File: src/rtl/req_ack_tx_frontend_if.sv
// req_ack_tx_frontend_if
//   Groups the two valid/ready streams around the clk1 front end.
//   Upstream side : in_valid, in_ready, in_data
//   Sender side   : out_valid, out_ready, out_data
//   modport slave  : view taken by the front end (accepts in_*, drives out_*)
//   modport master : view taken by the surrounding logic / bench
interface req_ack_tx_frontend_if #(
    parameter int unsigned DWIDTH = 8
);
    logic              in_valid;
    logic              in_ready;
    logic [DWIDTH-1:0] in_data;
    logic              out_valid;
    logic              out_ready;
    logic [DWIDTH-1:0] out_data;

    modport master (
        output in_valid, in_data, out_ready,
        input  in_ready, out_valid, out_data
    );

    modport slave (
        input  in_valid, in_data, out_ready,
        output in_ready, out_valid, out_data
    );
endinterface

File: src/rtl/req_ack_tx_frontend.sv
// req_ack_tx_frontend
//   clk1-side front end for the 2-phase REQ/ACK sender: a small FIFO
//   between upstream valid/ready traffic and the sender input, an ack
//   level synchronizer, and a sticky stall-timeout watchdog.
// Ports:
//   clk1, rst1_n  clock, asynchronous active-low reset
//   bus           stream interface (slave view): in_* upstream, out_* to sender
//   ack_async     receiver ack level (clk2 domain)
//   ack_sync      ack level synchronized into clk1, to sender ack
//   level         FIFO occupancy 0..DEPTH
//   timeout_err   sticky flag: TIMEOUT consecutive stall cycles seen
//   clr_err       synchronous clear of timeout_err (a coincident set wins)
module req_ack_tx_frontend #(
    parameter int unsigned DWIDTH      = 8,
    parameter int unsigned DEPTH       = 4,
    parameter int unsigned SYNC_STAGES = 2,
    parameter int unsigned TIMEOUT     = 256
) (
    input  logic                       clk1,
    input  logic                       rst1_n,
    req_ack_tx_frontend_if.slave       bus,
    input  logic                       ack_async,
    output logic                       ack_sync,
    output logic [$clog2(DEPTH):0]     level,
    output logic                       timeout_err,
    input  logic                       clr_err
);
    localparam int unsigned AW = $clog2(DEPTH);
    localparam int unsigned LW = AW + 1;
    localparam int unsigned CW = $clog2(TIMEOUT + 1);

    logic [DWIDTH-1:0]      mem [DEPTH];
    logic [AW-1:0]          wr_ptr;
    logic [AW-1:0]          rd_ptr;
    logic [LW-1:0]          level_q;
    logic [SYNC_STAGES-1:0] sync_q;
    logic [CW-1:0]          stall_cnt;
    logic                   err_q;

    logic push;
    logic pop;
    logic stall;
    logic err_set;

    // Handshake flags come from the registered level only, so a full FIFO
    // never accepts a word in the same cycle it is being popped.
    assign bus.in_ready  = (level_q != LW'(DEPTH));
    assign bus.out_valid = (level_q != '0);
    assign bus.out_data  = mem[rd_ptr];

    assign push  = bus.in_valid & bus.in_ready;
    assign pop   = bus.out_valid & bus.out_ready;
    assign stall = bus.out_valid & ~bus.out_ready;

    assign level       = level_q;
    assign ack_sync    = sync_q[SYNC_STAGES-1];
    assign timeout_err = err_q;

    // Storage is deliberately left out of reset.
    always_ff @(posedge clk1) begin
        if (push) begin
            mem[wr_ptr] <= bus.in_data;
        end
    end

    always_ff @(posedge clk1 or negedge rst1_n) begin
        if (!rst1_n) begin
            wr_ptr  <= '0;
            rd_ptr  <= '0;
            level_q <= '0;
        end else begin
            if (push) begin
                wr_ptr <= wr_ptr + AW'(1);
            end
            if (pop) begin
                rd_ptr <= rd_ptr + AW'(1);
            end
            case ({push, pop})
                2'b10:   level_q <= level_q + LW'(1);
                2'b01:   level_q <= level_q - LW'(1);
                default: level_q <= level_q;
            endcase
        end
    end

    // Plain shift chain: ack_async feeds the first flop directly.
    always_ff @(posedge clk1 or negedge rst1_n) begin
        if (!rst1_n) begin
            sync_q <= '0;
        end else begin
            sync_q <= {sync_q[SYNC_STAGES-2:0], ack_async};
        end
    end

    // The counter holds the number of stall cycles already completed, so the
    // TIMEOUT-th stall cycle is the one that sees TIMEOUT-1. Using >= keeps
    // the set asserted at saturation, letting it override clr_err.
    assign err_set = stall & (stall_cnt >= CW'(TIMEOUT - 1));

    always_ff @(posedge clk1 or negedge rst1_n) begin
        if (!rst1_n) begin
            stall_cnt <= '0;
            err_q     <= 1'b0;
        end else begin
            if (!stall) begin
                stall_cnt <= '0;
            end else if (stall_cnt != CW'(TIMEOUT)) begin
                stall_cnt <= stall_cnt + CW'(1);
            end
            err_q <= err_set | (err_q & ~clr_err);
        end
    end
endmodule

File: src/flat_wrapper.sv
// flat-port wrapper written by rule: the top's interface ports become plain ports
module req_ack_tx_frontend_flat 
#(
    parameter int unsigned DWIDTH      = 8,
    parameter int unsigned DEPTH       = 4,
    parameter int unsigned SYNC_STAGES = 2,
    parameter int unsigned TIMEOUT     = 256
)
  (clk1, rst1_n, ack_async, ack_sync, level, timeout_err, clr_err, bus_in_valid, bus_in_data, bus_out_ready, bus_in_ready, bus_out_valid, bus_out_data);
  req_ack_tx_frontend_if #(.DWIDTH(DWIDTH)) bus_i ();
  input  logic clk1;
  input  logic rst1_n;
  input  logic ack_async;
  output logic ack_sync;
  output logic [$clog2(DEPTH):0] level;
  output logic timeout_err;
  input  logic clr_err;
  input wire logic [$bits(bus_i.in_valid)-1:0] bus_in_valid;
  input wire logic [$bits(bus_i.in_data)-1:0] bus_in_data;
  input wire logic [$bits(bus_i.out_ready)-1:0] bus_out_ready;
  output wire logic [$bits(bus_i.in_ready)-1:0] bus_in_ready;
  output wire logic [$bits(bus_i.out_valid)-1:0] bus_out_valid;
  output wire logic [$bits(bus_i.out_data)-1:0] bus_out_data;
  assign bus_i.in_valid = bus_in_valid;
  assign bus_i.in_data = bus_in_data;
  assign bus_i.out_ready = bus_out_ready;
  assign bus_in_ready = bus_i.in_ready;
  assign bus_out_valid = bus_i.out_valid;
  assign bus_out_data = bus_i.out_data;
  req_ack_tx_frontend #(.DWIDTH(DWIDTH), .DEPTH(DEPTH), .SYNC_STAGES(SYNC_STAGES), .TIMEOUT(TIMEOUT)) u_core (.clk1(clk1), .rst1_n(rst1_n), .bus(bus_i), .ack_async(ack_async), .ack_sync(ack_sync), .level(level), .timeout_err(timeout_err), .clr_err(clr_err));
endmodule
File: config.mk
export PLATFORM = sky130hd
export DESIGN_NAME = req_ack_tx_frontend_flat
export DESIGN_NICKNAME = d
export VERILOG_FILES = /design/src/rtl/req_ack_tx_frontend_if.sv /design/src/rtl/req_ack_tx_frontend.sv /design/src/flat_wrapper.sv
export SDC_FILE = /design/constraint.sdc
export NUM_CORES = 1
export LEC_CHECK = 0
export CORE_ASPECT_RATIO = 0.7
export CORE_MARGIN = 2
export CORE_UTILIZATION = 58
export DETAILED_ROUTE_END_ITERATION = 12
export PLACE_DENSITY_LB_ADDON = 0.12
export SLEW_MARGIN = 40
export SYNTH_ARGS = -nofsm -noshare
export SYNTH_HDL_FRONTEND = slang
export SYNTH_SLANG_ARGS = --single-unit
export TNS_END_PERCENT = 10
File: constraint.sdc
create_clock -name clk1 -period 4 [get_ports clk1]
set_input_delay 0.4 -clock clk1 [delete_from_list [all_inputs] [get_ports clk1]]
set_output_delay 0.4 -clock clk1 [all_outputs]
set_load 0.02 [all_outputs]
== Word level (Yosys, flattened, before mapping) ==
Memory sizes are Yosys's and may differ from the RTL's.
Index checks and enable logic that the tools add are counted.
Word-level totals
  memories: 1
  output and inout bits: 15
  register bits: 19
  RAM bits: 32
Operators by class
  add/subtract/negate cells: 5
  reduce and logical (&&, ||, !) cells: 2
  bitwise operators: 8
  multiplexer cells: 5
  magnitude comparators: 1
  eq/ne operators: 5
Memories
  u_core.mem: depth 4, width 8, rd ports 1, clocked after memory_dff 0, wr ports 1, RTL line req_ack_tx_frontend.sv:32  | logic [DWIDTH-1:0] mem [DEPTH];
Operators by type and width (number)
  $mux W9: 2
  $add A9 B1 Y9 const B: 1
  $ge A9 B8 Y1 const B: 1
  $ne A9 B9 Y1 const B: 1
  $pmux W3 S2: 1
  $and A1 B1 Y1: 5
  $add A2 B1 Y2 const B: 2
  $add A3 B1 Y3 const B: 1
  $ne A3 B3 Y1 const B: 1
  $reduce_bool A3 Y1: 1
  $sub A3 B1 Y3 const B: 1
  $eq A2 B1 Y1 const B: 1
  $eq A2 B2 Y1 const B: 1
  $mux W1: 2
  $ne A2 B2 Y1 const B: 1
  $not A1 Y1: 2
  $reduce_bool A2 Y1: 1
  $or A1 B1 Y1: 1

== Longest topological paths before layout ==
Gate-level depths: netlist of run 1.
  depth after elaboration: 4
  mapped depth: 9
  mapped depth without buffers: 9

== Worst setup path after synthesis of run 1 ==
Ideal clock, no wire load.
  kind: register to register
  from: register u_core.level_q[1], in the netlist u_core.level[1]
  to: register u_core.level_q[2], in the netlist u_core.level[2]
  data required time: 3.920 ns
  period minus slack after synthesis: 2.209 ns
  setup slack: 1.791 ns
  arrival time: 2.129 ns
  cell stages (with the launch flop): 10
  path buffers: 0
  path through: dfrtp_1 -> or3b_4 -> and2_4 -> inv_1 -> ha_1 -> inv_1 -> fa_1 -> xor2_1 -> nor2_1 -> xor2_1
Between the ends
  word-level cells in the longest chain between the ends: 4
RTL lines
  start, declared: RTL line req_ack_tx_frontend.sv:35  | logic [LW-1:0] level_q;
  start signal, assigned: RTL line req_ack_tx_frontend.sv:79  | 2'b10: level_q <= level_q + LW'(1);
  start signal, assigned: RTL line req_ack_tx_frontend.sv:80  | 2'b01: level_q <= level_q - LW'(1);
  start signal, assigned: RTL line req_ack_tx_frontend.sv:81  | default: level_q <= level_q;
  $ne A3 B3 Y1 (*): RTL line req_ack_tx_frontend.sv:47  | assign bus.in_ready = (level_q != LW'(DEPTH));
  net bus_in_ready: RTL line flat_wrapper.sv:21  | output wire logic [$bits(bus_i.in_ready)-1:0] bus_in_ready;
  $and A1 B1 Y1 (*): RTL line req_ack_tx_frontend.sv:51  | assign push = bus.in_valid & bus.in_ready;
  $eq A2 B1 Y1 / $eq A2 B2 Y1 (equally long branches): RTL line req_ack_tx_frontend.sv:78  | case ({push, pop})
  $pmux W3 S2 / $reduce_bool A2 Y1 (equally long branches)
The timed path passes the listed nets; every way through them passes the cells marked *.
A chain may end at the register's enable or synchronous reset.

== Worst setup path after layout of run 1 ==
  from: register u_core.rd_ptr[0]
  to: output bus_out_data[2]
Between the ends
  word-level cells in the longest chain between the ends: 1
RTL lines
  start, declared: RTL line req_ack_tx_frontend.sv:34  | logic [AW-1:0] rd_ptr;
  start signal, assigned: RTL line req_ack_tx_frontend.sv:76  | rd_ptr <= rd_ptr + AW'(1);
  $mem_v2 Z4 W8
  end, declared: RTL line flat_wrapper.sv:23  | output wire logic [$bits(bus_i.out_data)-1:0] bus_out_data;
No other way between the ends.

==> metrics.md, run 1 <==
| Metric | Value |
|---|---|
| Synthesized cell area | `2170 sq um` |
| Final Total Pwr | `1680 uW` |
| Count of different cell masters after synthesis | `32` |
| Pins over their slew limit | `0` |
| Fraction of layout cells with a size suffix above 1 | `roughly an eighth` |
| Logic depth of the worst register-to-register path | `9` |
| Antenna Violating Nets Remaining | `0` |
| Die extent in x | `~77 um` |
| Final Wtd Congestion | `0.804` |
| Logic gate share of total power | `37.1%` |
| Power per cell area | `654 nW/um^2` |
| Largest net degree at the start of global routing | `20` |
| CTS buffer count | `5` |
| Multiplexer area fraction after synthesis | `around 9.0%` |
| Die Height | `55.2 um` |
| Gate count of the mapped netlist | `141` |
| RSZ-0062 raised after global routing | `false` |
| Initial DRT Pass Iterations | `4` |
| GRT Residual Overflow | `0` |
| Launching point of the worst reg2reg path | `u_core.level[1]` |
| Standard-cell rows | `18` |
| Proportion of synthesized chip area in sequential cells | `66.2%` |
| Count of flip-flops with a built-in enable after synthesis | `32` |
| Number of setup violations in the final report | `0` |
| IO Port Bufs | `28` |
| Global-route total usage across every layer | `18.9%` |
| Startpoint type of the worst setup path | `register` |
| Number of register bits inferred by synthesis | `51` |
| Required time of the critical path | `3600 ps` |
| # hold bufs at CTS | `0` |
| Core Region | `3560 sq um` |
| Combinational family with the most area after synthesis | `simple AND/OR/NAND/NOR gates` |
| Setup fix buffers added after clock tree synthesis | `0` |
| DRT Wirelength | `3.67 mm` |
| Initial core utilization | `61.0%` |
| Reg-to-reg setup timing slack | `1730 ps` |
| Worst slew margin relative to its limit | `53.8%` |
| Clock-pin slew on the worst setup and hold paths | `90 ps` |
| Number of warnings printed during yosys synthesis | `0` |
| Number of buffers between clock root and the deepest sink | `2` |
| Fraction of synthesized cell area in xor and xnor cells | `approximately 3.2%` |
| Final core occ | `72.2%` |
| Reported max-cap violation count | `0` |
| Wire length of the first global-routing pass | `5.73 mm` |
| Vias in the first global route | `1181` |
| Share of synthesized cell area in and, or, nand and nor gates | `9.34%` |
| Source-to-sink clock delay at the later pin of the worst-skew pair | `300 ps` |
| Net switching fraction of the power | `between 30% and 40%` |
| Net Switching | `556 uW` |
| Worst-case hold slack | `11.9 ps` |
| Highest net fanout along the worst path | `10` |
| Share of the cycle needed by the critical path after routing | `between 60% and 70%` |
| Total negative slack for setup checks | `0 ps` |
| Synth top area share | `44.3%` |
| Proportion of power drawn by flip-flops and latches | `46.5%` |
| Mapped Nets | `164` |
| Avg Vias per Cell | `between 5 and 6` |
| DRC violation count after routing | `0` |
| Most used DFF post-synth | `sky130_fd_sc_hd__edfxtp_1` |
| Post-synthesis async set-or-reset flop share | `between 30% and 40%` |
| Clock tree root buffer cell | `sky130_fd_sc_hd__clkbuf_8` |
| Clock skew | `4.66 ps` |
| Resized Gates After CTS | `0` |
| Worst hold path type | `primary input to async pin` |
| CTS H-Tree Depth | `2` |
| Capture instance of the worst register-to-register path | `u_core.level[2]` |
| Timing-limited maximum frequency | `389 MHz` |
| P&R area growth vs syn | `18.4%` |
| Outcome | `completed` |
| Post-layout min period | `~2600 ps` |
| Post-synthesis average cell area | `15.4 sq um` |
| Area fraction in compound gates after synthesis | `about 4.1%` |
| Biggest area contributors in the synthesized netlist | `sky130_fd_sc_hd__edfxtp_1, sky130_fd_sc_hd__dfrtp_1, sky130_fd_sc_hd__mux4_2` |
| Boundary pin count | `29` |
| Detailed placement HPWL | `2.58 mm` |
| Minimum setup slack in the final design | `1430 ps` |
| Final-stage net count | `196` |
| Number of clock sinks | `between 50 and 60` |
| Sort of element at the end of the critical path | `primary output` |
| Post-synthesis share of cell area spent on full adders, half adders and majority gates | `5.53%` |
| Largest area contributor in the synthesized netlist | `sky130_fd_sc_hd__edfxtp_1` |
| First DRT Iteration DRCs | `125` |
| Post-detailed-route wirelength per cell | `16.4 um` |
| Transition time at the pin with the least slew margin | `684 ps` |
| Filler Cells Inserted | `approximately 240` |
| Worst setup timing slack at the placement stage | `around 1700 ps` |
| Worst VDD drop | `around 0.46 mV` |
| Diodes inserted | `0` |
| Share of power burned in the clock network | `between 10% and 20%` |
| Via count of the routed design | `around 1200` |
| Cell Int Power | `1120 uW` |
| Total die area | `~4300 sq um` |
| Static leakage power | `between 0.0009 and 0.001 uW` |
| Antenna violations before repair | `0` |
| CTS tree | `built` |
| Arrival @ worst endpoint | `between 2000 and 2500 ps` |
| Worst Setup Path Type | `register to primary output` |
| Hold Violations, Final | `0` |
==> synth_stat cells (3+ instances only) <==
| master | n |
|---|---|
| sky130_fd_sc_hd__xnor2_1 | 3 |
| sky130_fd_sc_hd__xor2_1 | 5 |
| sky130_fd_sc_hd__and3_2 | 4 |
| sky130_fd_sc_hd__nand3_1 | 7 |
| sky130_fd_sc_hd__or3_1 | 3 |
| sky130_fd_sc_hd__mux4_2 | 8 |
| sky130_fd_sc_hd__nor2_1 | 5 |
| sky130_fd_sc_hd__ha_1 | 8 |
| sky130_fd_sc_hd__inv_1 | 11 |
| sky130_fd_sc_hd__o21ai_0 | 6 |
| sky130_fd_sc_hd__a21oi_1 | 7 |
| sky130_fd_sc_hd__dfrtp_1 | 19 |
| sky130_fd_sc_hd__edfxtp_1 | 32 |
| sky130_fd_sc_hd__nand2_1 | 5 |
==> cells in the final DEF, fill, tap and decap left out, types with 3 or more instances in the layout <==
cell type / n
sky130_fd_sc_hd__clkdlybuf4s50_1: 27
sky130_fd_sc_hd__edfxtp_1: 32
sky130_fd_sc_hd__nor2_1: 5
sky130_fd_sc_hd__a21oi_1: 7
sky130_fd_sc_hd__and3_2: 4
sky130_fd_sc_hd__mux4_2: 8
sky130_fd_sc_hd__dfrtp_1: 19
sky130_fd_sc_hd__or3_1: 3
sky130_fd_sc_hd__clkbuf_8: 5
sky130_fd_sc_hd__o21ai_0: 6
sky130_fd_sc_hd__ha_1: 8
sky130_fd_sc_hd__xor2_1: 5
sky130_fd_sc_hd__nand2_1: 5
sky130_fd_sc_hd__xnor2_1: 3
sky130_fd_sc_hd__nand3_1: 7
sky130_fd_sc_hd__inv_1: 11
==> power groups by stage <==
stage          registers [uW]  clock network (uW)  logic (uW)
6_report                  782                 275         623
5_1_grt                   800                 300         672
4_1_cts                   784                 284         634
3_5_place_dp              796                   0         627
3_3_place_gp              787                   0         605
2_1_floorplan             752                   0         420
==> per-stage QoR <==
stage	cell area [sq um]	instances
detailed placement	2500	216
finish	2570	223
global route	2570	223
global placement	2500	216
floorplan	2170	141
CTS	2570	223
==> metal layers <==
metal | GRT usage, % | vias up | part of all wire (%)
met4 | 7.14 | 0 | 0.76
met2 | 31.2 | 31 | 48
met1 | 25.0 | 609 | 46
met5 | 0 | - | 0
met3 | 5.03 | 3 | 5.3
li1 | - | 585 | -
==> critical path, cell delays in order (launching register included) <==
cell and delay [ps]:
sky130_fd_sc_hd__dfrtp_1 720, sky130_fd_sc_hd__mux4_2 590, sky130_fd_sc_hd__clkdlybuf4s50_1 560
==> layout make-up <==
type                    count  area [sq um]  share of cell area [%]
clock buffers               5          68.8                    2.68
multi-input cells          76           677                    26.3
flip-flops and latches     51          1440                    55.9
inverters                  11          41.3                    1.61
repair buffers             28           275                    10.7
well taps                  50          62.6                    2.43
clock inverters             2          8.76                   0.341
==> worst max-delay path by stage <==
stage | from | endpoint | slack [ps] | cells past startpoint
floorplan | u_core.level[1] | u_core.level[2] | 1790 | 9
global placement | u_core.rd_ptr[0] | bus_out_data[2] | 1740 | 2
detailed placement | u_core.rd_ptr[0] | bus_out_data[2] | 1740 | 2
CTS | u_core.rd_ptr[0] | bus_out_data[2] | 1390 | 2
global route | u_core.rd_ptr[0] | bus_out_data[2] | 1330 | 2
finish | u_core.rd_ptr[0] | bus_out_data[2] | 1430 | 2
==> cell families (layout without fill, tap and decap cells) <==
| logic type | after synthesis | in the layout |
|---|---|---|
| AO/OA/AOI/OAI | 16 | 16 |
| XOR/XNOR | 8 | 8 |
| adder cells (fa/ha/maj) | 9 | 9 |
| buffers and inverters | 14 | 46 |
| flip-flops | 51 | 51 |
| multiplexers | 9 | 9 |
| AND/OR/NAND/NOR | 34 | 34 |
==> state kept, by name (all words and copies together), names as in the netlist <==
signal	cells
u_core.wr_ptr	2
u_core.mem	32
u_core.sync_q	2
u_core.timeout_err	1
u_core.rd_ptr	2
u_core.stall_cnt	9
u_core.level	3
(Power assumes the default switching activity.)
==> run 2, diff against run 1 <==
--- a/config.mk
+++ b/config.mk
@@ -7,7 +7,7 @@
 export LEC_CHECK = 0
 export CORE_ASPECT_RATIO = 0.7
 export CORE_MARGIN = 2
-export CORE_UTILIZATION = 58
+export CORE_UTILIZATION = 49
 export DETAILED_ROUTE_END_ITERATION = 12
 export PLACE_DENSITY_LB_ADDON = 0.12
 export SLEW_MARGIN = 40
==> constraint.sdc (replaced) <==
create_clock -name clk1 -period 2.3 [get_ports clk1]
set_input_delay 0.23 -clock clk1 [delete_from_list [all_inputs] [get_ports clk1]]
set_output_delay 0.23 -clock clk1 [all_outputs]
set_load 0.02 [all_outputs]
==> run 2 against run 1 <==
Effect of this change: hold slack gained 250 ps; routed wire length shrank 1.1%; die area grew 17%; combinational power grew 93%; critical path depth grew 7; sequential power grew 69%; critical path type is now register to register; largest cell class unchanged.
==> metrics.md, run 2 (synthesized netlist as in run 1, its figures left out) <==
| Metric | Value |
|---|---|
| Die Height | `59.7 um (was 55.2 um)` |
| Largest net degree at the start of global routing | `20 (unchanged)` |
| Standard-cell rows | `20 (was 18)` |
| Post-detailed-route wirelength per cell | `15.6 um (was 16.4 um)` |
| Highest net fanout along the worst path | `6 (was 10)` |
| Worst-case hold slack | `257 ps (was 11.9 ps)` |
| Final Wtd Congestion | `0.805 (was 0.804)` |
| CTS tree | `built (unchanged)` |
| Register bank with the most flops | `u_core.mem (unchanged)` |
| Number of clock sinks | `51 (unchanged)` |
| Via count of the routed design | `1232 (was 1228)` |
| Most common cell after layout, fill and taps aside | `sky130_fd_sc_hd__edfxtp_1 (unchanged)` |
| Initial DRT Pass Iterations | `4 (unchanged)` |
| Clock-pin slew on the worst setup and hold paths | `90 ps (about the same)` |
| DRT Wirelength | `3.63 mm (was 3.67 mm)` |
| Global-route total usage across every layer | `16.1% (was 18.9%)` |
| Vias in the first global route | `1235 (was 1181)` |
| Wire length of the first global-routing pass | `5.93 mm (was 5.73 mm)` |
| Worst Setup Path Type | `register to register (was register to primary output)` |
| Slowest CP cell | `sky130_fd_sc_hd__or3b_4 (was sky130_fd_sc_hd__dfrtp_1)` |
| Avg Vias per Cell | `5.29 (was 5.51)` |
| Number of buffers between clock root and the deepest sink | `2 (unchanged)` |
| Antenna violations before repair | `0 (unchanged)` |
| Pins over their slew limit | `0 (unchanged)` |
| Placement Cell Area | `2530 sq um (was 2500 sq um)` |
| Reported max-cap violation count | `0 (unchanged)` |
| P&R area growth vs syn | `23.5% (was 18.4%)` |
| Required time of the critical path | `2530 ps (was 3600 ps)` |
| Post-layout min period | `approximately 2200 ps` |
| Boundary pin count | `29 (unchanged)` |
| Startpoint type of the worst setup path | `register (unchanged)` |
| Fraction of layout cells with a size suffix above 1 | `15.7% (was 13.3%)` |
| Power per cell area | `1210 nW/um^2 (was 654 nW/um^2)` |
| Flip-flop count of the largest register after layout | `32 (unchanged)` |
| Initial core utilization | `50.4% (was 61.0%)` |
| Total die area | `4990 sq um (was 4260 sq um)` |
| Transition time at the pin with the least slew margin | `650 ps (was 684 ps)` |
| Cell-by-cell trace of the critical path | `or3b_4, and2_4, inv_1, ha_2, inv_1, fa_1, xor2_1, nor2_1, xor2_1 (was mux4_2, clkdlybuf4s50_1)` |
| Source-to-sink clock delay at the later pin of the worst-skew pair | `300 ps (about the same)` |
| CTS buffer count | `5 (unchanged)` |
| Worst hold path type | `primary input to async pin (unchanged)` |
| Hold Violations, Final | `0 (unchanged)` |
| Core Region | `4300 sq um (was 3560 sq um)` |
| DRC violation count after routing | `0 (unchanged)` |
| Diodes inserted | `0 (unchanged)` |
| Antenna Violating Nets Remaining | `0 (unchanged)` |
| Detailed placement HPWL | `2.49 mm (was 2.58 mm)` |
| Share of the cycle needed by the critical path after routing | `96.8%` |
| CTS H-Tree Depth | `2 (unchanged)` |
| Sort of element at the end of the critical path | `register (was primary output)` |
| Total negative slack for setup checks | `0 ps (unchanged)` |
| Number of setup violations in the final report | `0 (unchanged)` |
| Static leakage power | `0.00101 uW (was 0.000960 uW)` |
| Worst VDD drop | `0.752 mV (was 0.458 mV)` |
| Die extent in x | `83.6 um (was 77.1 um)` |
| Worst slew margin relative to its limit | `56.3% (was 53.8%)` |
| Arrival @ worst endpoint | `2460 ps (was 2170 ps)` |
| Filler Cells Inserted | `330 (was 241)` |
| Final-stage net count | `200 (was 196)` |
| Outcome | `completed (unchanged)` |
| Timing-limited maximum frequency | `~450 MHz` |
| GRT Residual Overflow | `0 (unchanged)` |
| Clock skew | `10.1 ps (was 4.66 ps)` |
| Commonest cells after routing, fill and taps aside | `sky130_fd_sc_hd__edfxtp_1, sky130_fd_sc_hd__clkdlybuf4s50_1, sky130_fd_sc_hd__dfrtp_1, sky130_fd_sc_hd__inv_1, sky130_fd_sc_hd__mux4_2 (was sky130_fd_sc_hd__edfxtp_1, sky130_fd_sc_hd__clkdlybuf4s50_1, sky130_fd_sc_hd__dfrtp_1, sky130_fd_sc_hd__inv_1)` |
| # hold bufs at CTS | `0 (unchanged)` |
| IO Port Bufs | `28 (unchanged)` |
| First DRT Iteration DRCs | `61 (was 125)` |
| Total non-filler cell area in the finished layout | `2680 sq um (was 2570 sq um)` |
| Reg-to-reg setup timing slack | `70 ps (was 1730 ps)` |
| Biggest cell delay along the critical path | `440 ps (was 720 ps)` |
| Clock tree root buffer cell | `sky130_fd_sc_hd__clkbuf_8 (unchanged)` |
[run 2: cell types whose count changed in the layout (fill, tap and decap cells not counted), sizes merged]
cell	previous run	this run
buf	1	4
bufinv	0	2
clkinv	2	0
clkbuf	5	6
clkdlybuf4s50	27	28
[run 2: stage by stage]
| stage | total power [uW] | util, % | setup slack (ps) | cells |
|---|---|---|---|---|
| finish | 3240 | 62.3 | 73.1 | 233 |
| global route | 3410 | 62.3 | -15.6 | 233 |
| CTS | 3250 | 61.9 | 43.0 | 231 |
| detailed placement | 2530 | 58.8 | 77.4 | 223 |
| global placement | 2480 | 58.8 | 190 | 223 |
| floorplan | 2040 | - | 91.0 | 141 |
[run 2: what timing repair did]
action / 4_1_cts / 5_1_grt
endpoints found under the setup margin: 0 / 1
resized for setup: 0 / 1
setup buffers: 0 / 2
[run 2: final timing paths]
kind,cells past startpoint,from,end
max,9,u_core.level[1],u_core.level[2]
min,2,rst1_n,u_core.timeout_err
max reg2reg,9,u_core.level[1],u_core.level[2]
min reg2reg,0,u_core.sync_q[0],u_core.sync_q[1]
max in group asynchronous,2,rst1_n,u_core.stall_cnt[4]
min in group clk1,1,ack_async,u_core.sync_q[0]
[run 2: cell type report]
class	count	area, sq um	share of cell area (%)
Clock buffer	6	72.6	2.71
Inverter	11	41.3	1.54
Clock inverter	2	60.1	2.24
Tap cell	55	68.8	2.57
Multi-Input combinational cell	76	679	25.3
Sequential cell	51	1440	53.6
Timing Repair Buffer	32	323	12.0
[run 2: worst max-delay path: cells and delay by family (launching register included)]
kind,cells,cell delay [ps]
xor gates and xnor gates,2,310
adders and majority gates,2,570
buffers and inverters,2,120
DFF,1,420
and+or+nand+nor,3,740
[run 2: power by group]
| part | internal (uW) | switching, uW | total [uW] |
|---|---|---|---|
| clock | 434 | 279 | 713 |
| combinational | 634 | 565 | 1200 |
| sequential | 1180 | 139 | 1320 |
| total | 2250 | 982 | 3240 |
[run 2: metal layers]
metal	wire (um)	vias to the layer above	track usage, %
met1	1770	619	22.7
met2	1700	18	24.8
li1	-	590	-
met4	51	0	6.22
met3	109	5	4.01
met5	0	-	0
==> run 3, diff against run 2 <==
--- a/config.mk
+++ b/config.mk
@@ -7,7 +7,8 @@
 export LEC_CHECK = 0
 export CORE_ASPECT_RATIO = 0.7
 export CORE_MARGIN = 2
-export CORE_UTILIZATION = 49
+export CORE_UTILIZATION = 54
+export CTS_CLUSTER_SIZE = 20
 export DETAILED_ROUTE_END_ITERATION = 12
 export PLACE_DENSITY_LB_ADDON = 0.12
 export SLEW_MARGIN = 40
==> constraint.sdc (replaced) <==
create_clock -name clk1 -period 2.37 [get_ports clk1]
set_input_delay 0.237 -clock clk1 [delete_from_list [all_inputs] [get_ports clk1]]
set_output_delay 0.237 -clock clk1 [all_outputs]
set_load 0.02 [all_outputs]
==> run 3 against run 2 <==
Effect of this change: non-clock buffer count is 2 lower; flip-flop and latch count is the same; clock-buffer cell count is 1 lower; core utilization up 5.4 points; clock skew shrank 0.88 ps; highest routed layer unchanged; via count rose by 2.2%; sequential power about the same; final cell count is 2.1% lower; final area fell by 1.6%; combinational power decreased by 6%; register-to-register slack gained 70 ps.
==> metrics.md, run 3 (synthesized netlist as in run 1, its figures left out) <==
| Metric | Value |
|---|---|
| Share of the cycle needed by the critical path after routing | `93.8%` |
| Standard-cell rows | `19 (was 20)` |
| Outcome | `completed (unchanged)` |
| Wire length of the first global-routing pass | `6.04 mm (was 5.93 mm)` |
| Filler Cells Inserted | `288 (was 330)` |
| Die Height | `57.0 um (was 59.7 um)` |
| Vias in the first global route | `1309 (was 1235)` |
| GRT Residual Overflow | `0 (unchanged)` |
| Largest net degree at the start of global routing | `20 (unchanged)` |
| Final Total Pwr | `3010 uW (was 3240 uW)` |
| CTS tree | `built (unchanged)` |
| Highest net fanout along the worst path | `8 (was 6)` |
| Register bank with the most flops | `u_core.mem (unchanged)` |
| First DRT Iteration DRCs | `61 (unchanged)` |
| Commonest cells after routing, fill and taps aside | `sky130_fd_sc_hd__edfxtp_1, sky130_fd_sc_hd__clkdlybuf4s50_1, sky130_fd_sc_hd__dfrtp_1, sky130_fd_sc_hd__inv_1 (was sky130_fd_sc_hd__edfxtp_1, sky130_fd_sc_hd__clkdlybuf4s50_1, sky130_fd_sc_hd__dfrtp_1, sky130_fd_sc_hd__inv_1, sky130_fd_sc_hd__mux4_2)` |
| Instance count after placement with tap cells included | `219 (was 223)` |
| Detailed placement HPWL | `2.61 mm (was 2.49 mm)` |
| Initial core utilization | `55.7% (was 50.4%)` |
| P&R area growth vs syn | `21.5% (was 23.5%)` |
| Number of buffers between clock root and the deepest sink | `2 (unchanged)` |
| DRT Wirelength | `3.72 mm (was 3.63 mm)` |
| Clock skew | `9.17 ps (was 10.1 ps)` |
| Final Wtd Congestion | `0.817 (was 0.805)` |
| Post-detailed-route wirelength per cell | `16.3 um (was 15.6 um)` |
| Global-route total usage across every layer | `18.3% (was 16.1%)` |
| Antenna Violating Nets Remaining | `0 (unchanged)` |
| Required time of the critical path | `2130 ps (was 2530 ps)` |
| Clock tree root buffer cell | `sky130_fd_sc_hd__clkbuf_8 (unchanged)` |
| Timing-limited maximum frequency | `roughly 450 MHz` |
| Sort of element at the end of the critical path | `primary output (was register)` |
| Final-stage net count | `198 (was 200)` |
| Clock-pin slew on the worst setup and hold paths | `90 ps (about the same)` |
| Worst slew margin relative to its limit | `53.9% (was 56.3%)` |
| Reported max-cap violation count | `0 (unchanged)` |
| Cell Count, Final, Fillers Out | `228 (was 233)` |
| Worst VDD drop | `0.648 mV (was 0.752 mV)` |
| Transition time at the pin with the least slew margin | `685 ps (was 650 ps)` |
| Total negative slack for setup checks | `0 ps (unchanged)` |
| Pins over their slew limit | `0 (unchanged)` |
| Antenna violations before repair | `0 (unchanged)` |
| Post-layout min period | `2220 ps` |
| Resized Gates After CTS | `0 (unchanged)` |
| Hold Violations, Final | `0 (unchanged)` |
| Boundary pin count | `29 (unchanged)` |
| CTS buffer count | `5 (unchanged)` |
| Most common cell after layout, fill and taps aside | `sky130_fd_sc_hd__edfxtp_1 (unchanged)` |
| RSZ-0062 raised after global routing | `false` |
| Static leakage power | `0.000990 uW (was 0.00101 uW)` |
| Total die area | `4550 sq um (was 4990 sq um)` |
| Avg Vias per Cell | `5.52 (was 5.29)` |
| Initial DRT Pass Iterations | `4 (unchanged)` |
| IO Port Bufs | `28 (unchanged)` |
| Setup fix buffers added after clock tree synthesis | `0 (unchanged)` |
| Core Region | `3900 sq um (was 4300 sq um)` |
| Number of setup violations in the final report | `0 (unchanged)` |
| Die extent in x | `79.8 um (was 83.6 um)` |
| Source-to-sink clock delay at the later pin of the worst-skew pair | `300 ps (about the same)` |
| Arrival @ worst endpoint | `1990 ps (was 2460 ps)` |
| Worst Setup Path Type | `register to primary output (was register to register)` |
| Flip-flop count of the largest register after layout | `32 (unchanged)` |
| Worst hold path depth | `0` |
| Logic depth of the worst register-to-register path | `9 (unchanged)` |
| Worst hold path type | `register to register (was primary input to async pin)` |
| CTS H-Tree Depth | `2 (unchanged)` |
| Via count of the routed design | `1259 (was 1232)` |
| Diodes inserted | `0 (unchanged)` |
| Fraction of layout cells with a size suffix above 1 | `14.8% (was 15.7%)` |
| DRC violation count after routing | `0 (unchanged)` |
| Power per cell area | `1140 nW/um^2 (was 1210 nW/um^2)` |
| Number of clock sinks | `51 (unchanged)` |
| Startpoint type of the worst setup path | `register (unchanged)` |
[run 3: final timing paths]
| check | startpoint | end | slack [ps] |
|---|---|---|---|
| max in group asynchronous | rst1_n | u_core.sync_q[0] | 1660 |
| setup / recovery | u_core.rd_ptr[0] | bus_out_data[2] | 150 |
| hold / removal | u_core.sync_q[0] | u_core.sync_q[1] | 360 |
| setup reg to reg | u_core.level[1] | u_core.level[2] | 150 |
| hold reg to reg | u_core.sync_q[0] | u_core.sync_q[1] | 360 |
| min in group asynchronous | rst1_n | u_core.stall_cnt[4] | 400 |
[run 3: timing repair]
item	in CTS	in global routing
setup endpoints to repair	0	0
hold buffers	0	1
endpoints found under the hold margin	0	19
[run 3: cell type report]
type | count | area [sq um] | area share (%)
Inverter | 11 | 41.3 | 1.57
Clock buffer | 5 | 68.8 | 2.61
Clock inverter | 3 | 43.8 | 1.66
Tap cell | 52 | 65.1 | 2.47
Multi-Input combinational cell | 76 | 677 | 25.7
Sequential cell | 51 | 1440 | 54.5
Timing Repair Buffer | 30 | 305 | 11.6
[run 3: critical path, stage by stage (launching register included)]
cell and delay (ps):
sky130_fd_sc_hd__dfrtp_1 440, sky130_fd_sc_hd__buf_12 170, sky130_fd_sc_hd__mux4_2 510, sky130_fd_sc_hd__clkdlybuf4s50_1 560
[run 3: where the power goes]
group          leakage, uW  internal [uW]  switching [uW]
Sequential        0.000536           1150             140
Combinational     0.000396            591             538
Clock            0.0000581            314             280
Total             0.000990           2050             958
[run 3: through the flow]
stage                     setup slack (ps)  hold WS [ps]  util [%]  area (sq um)
final                                  148           361      67.7          2640
after global routing                  17.9           368      67.7          2640
after CTS                              129           365      67.5          2630
after global placement                 261           339      64.6          2520
after detailed placement               172           347      64.6          2520
after floorplan                        161         -58.6         -          2170
[run 3: layer usage]
layer | vias to the layer above | routed length (um) | GRT usage, %
li1 | 591 | - | -
met5 | - | 0 | 0
met2 | 32 | 1890 | 31.3
met1 | 632 | 1620 | 22.9
met4 | 0 | 34 | 4.36
met3 | 4 | 173 | 6.17
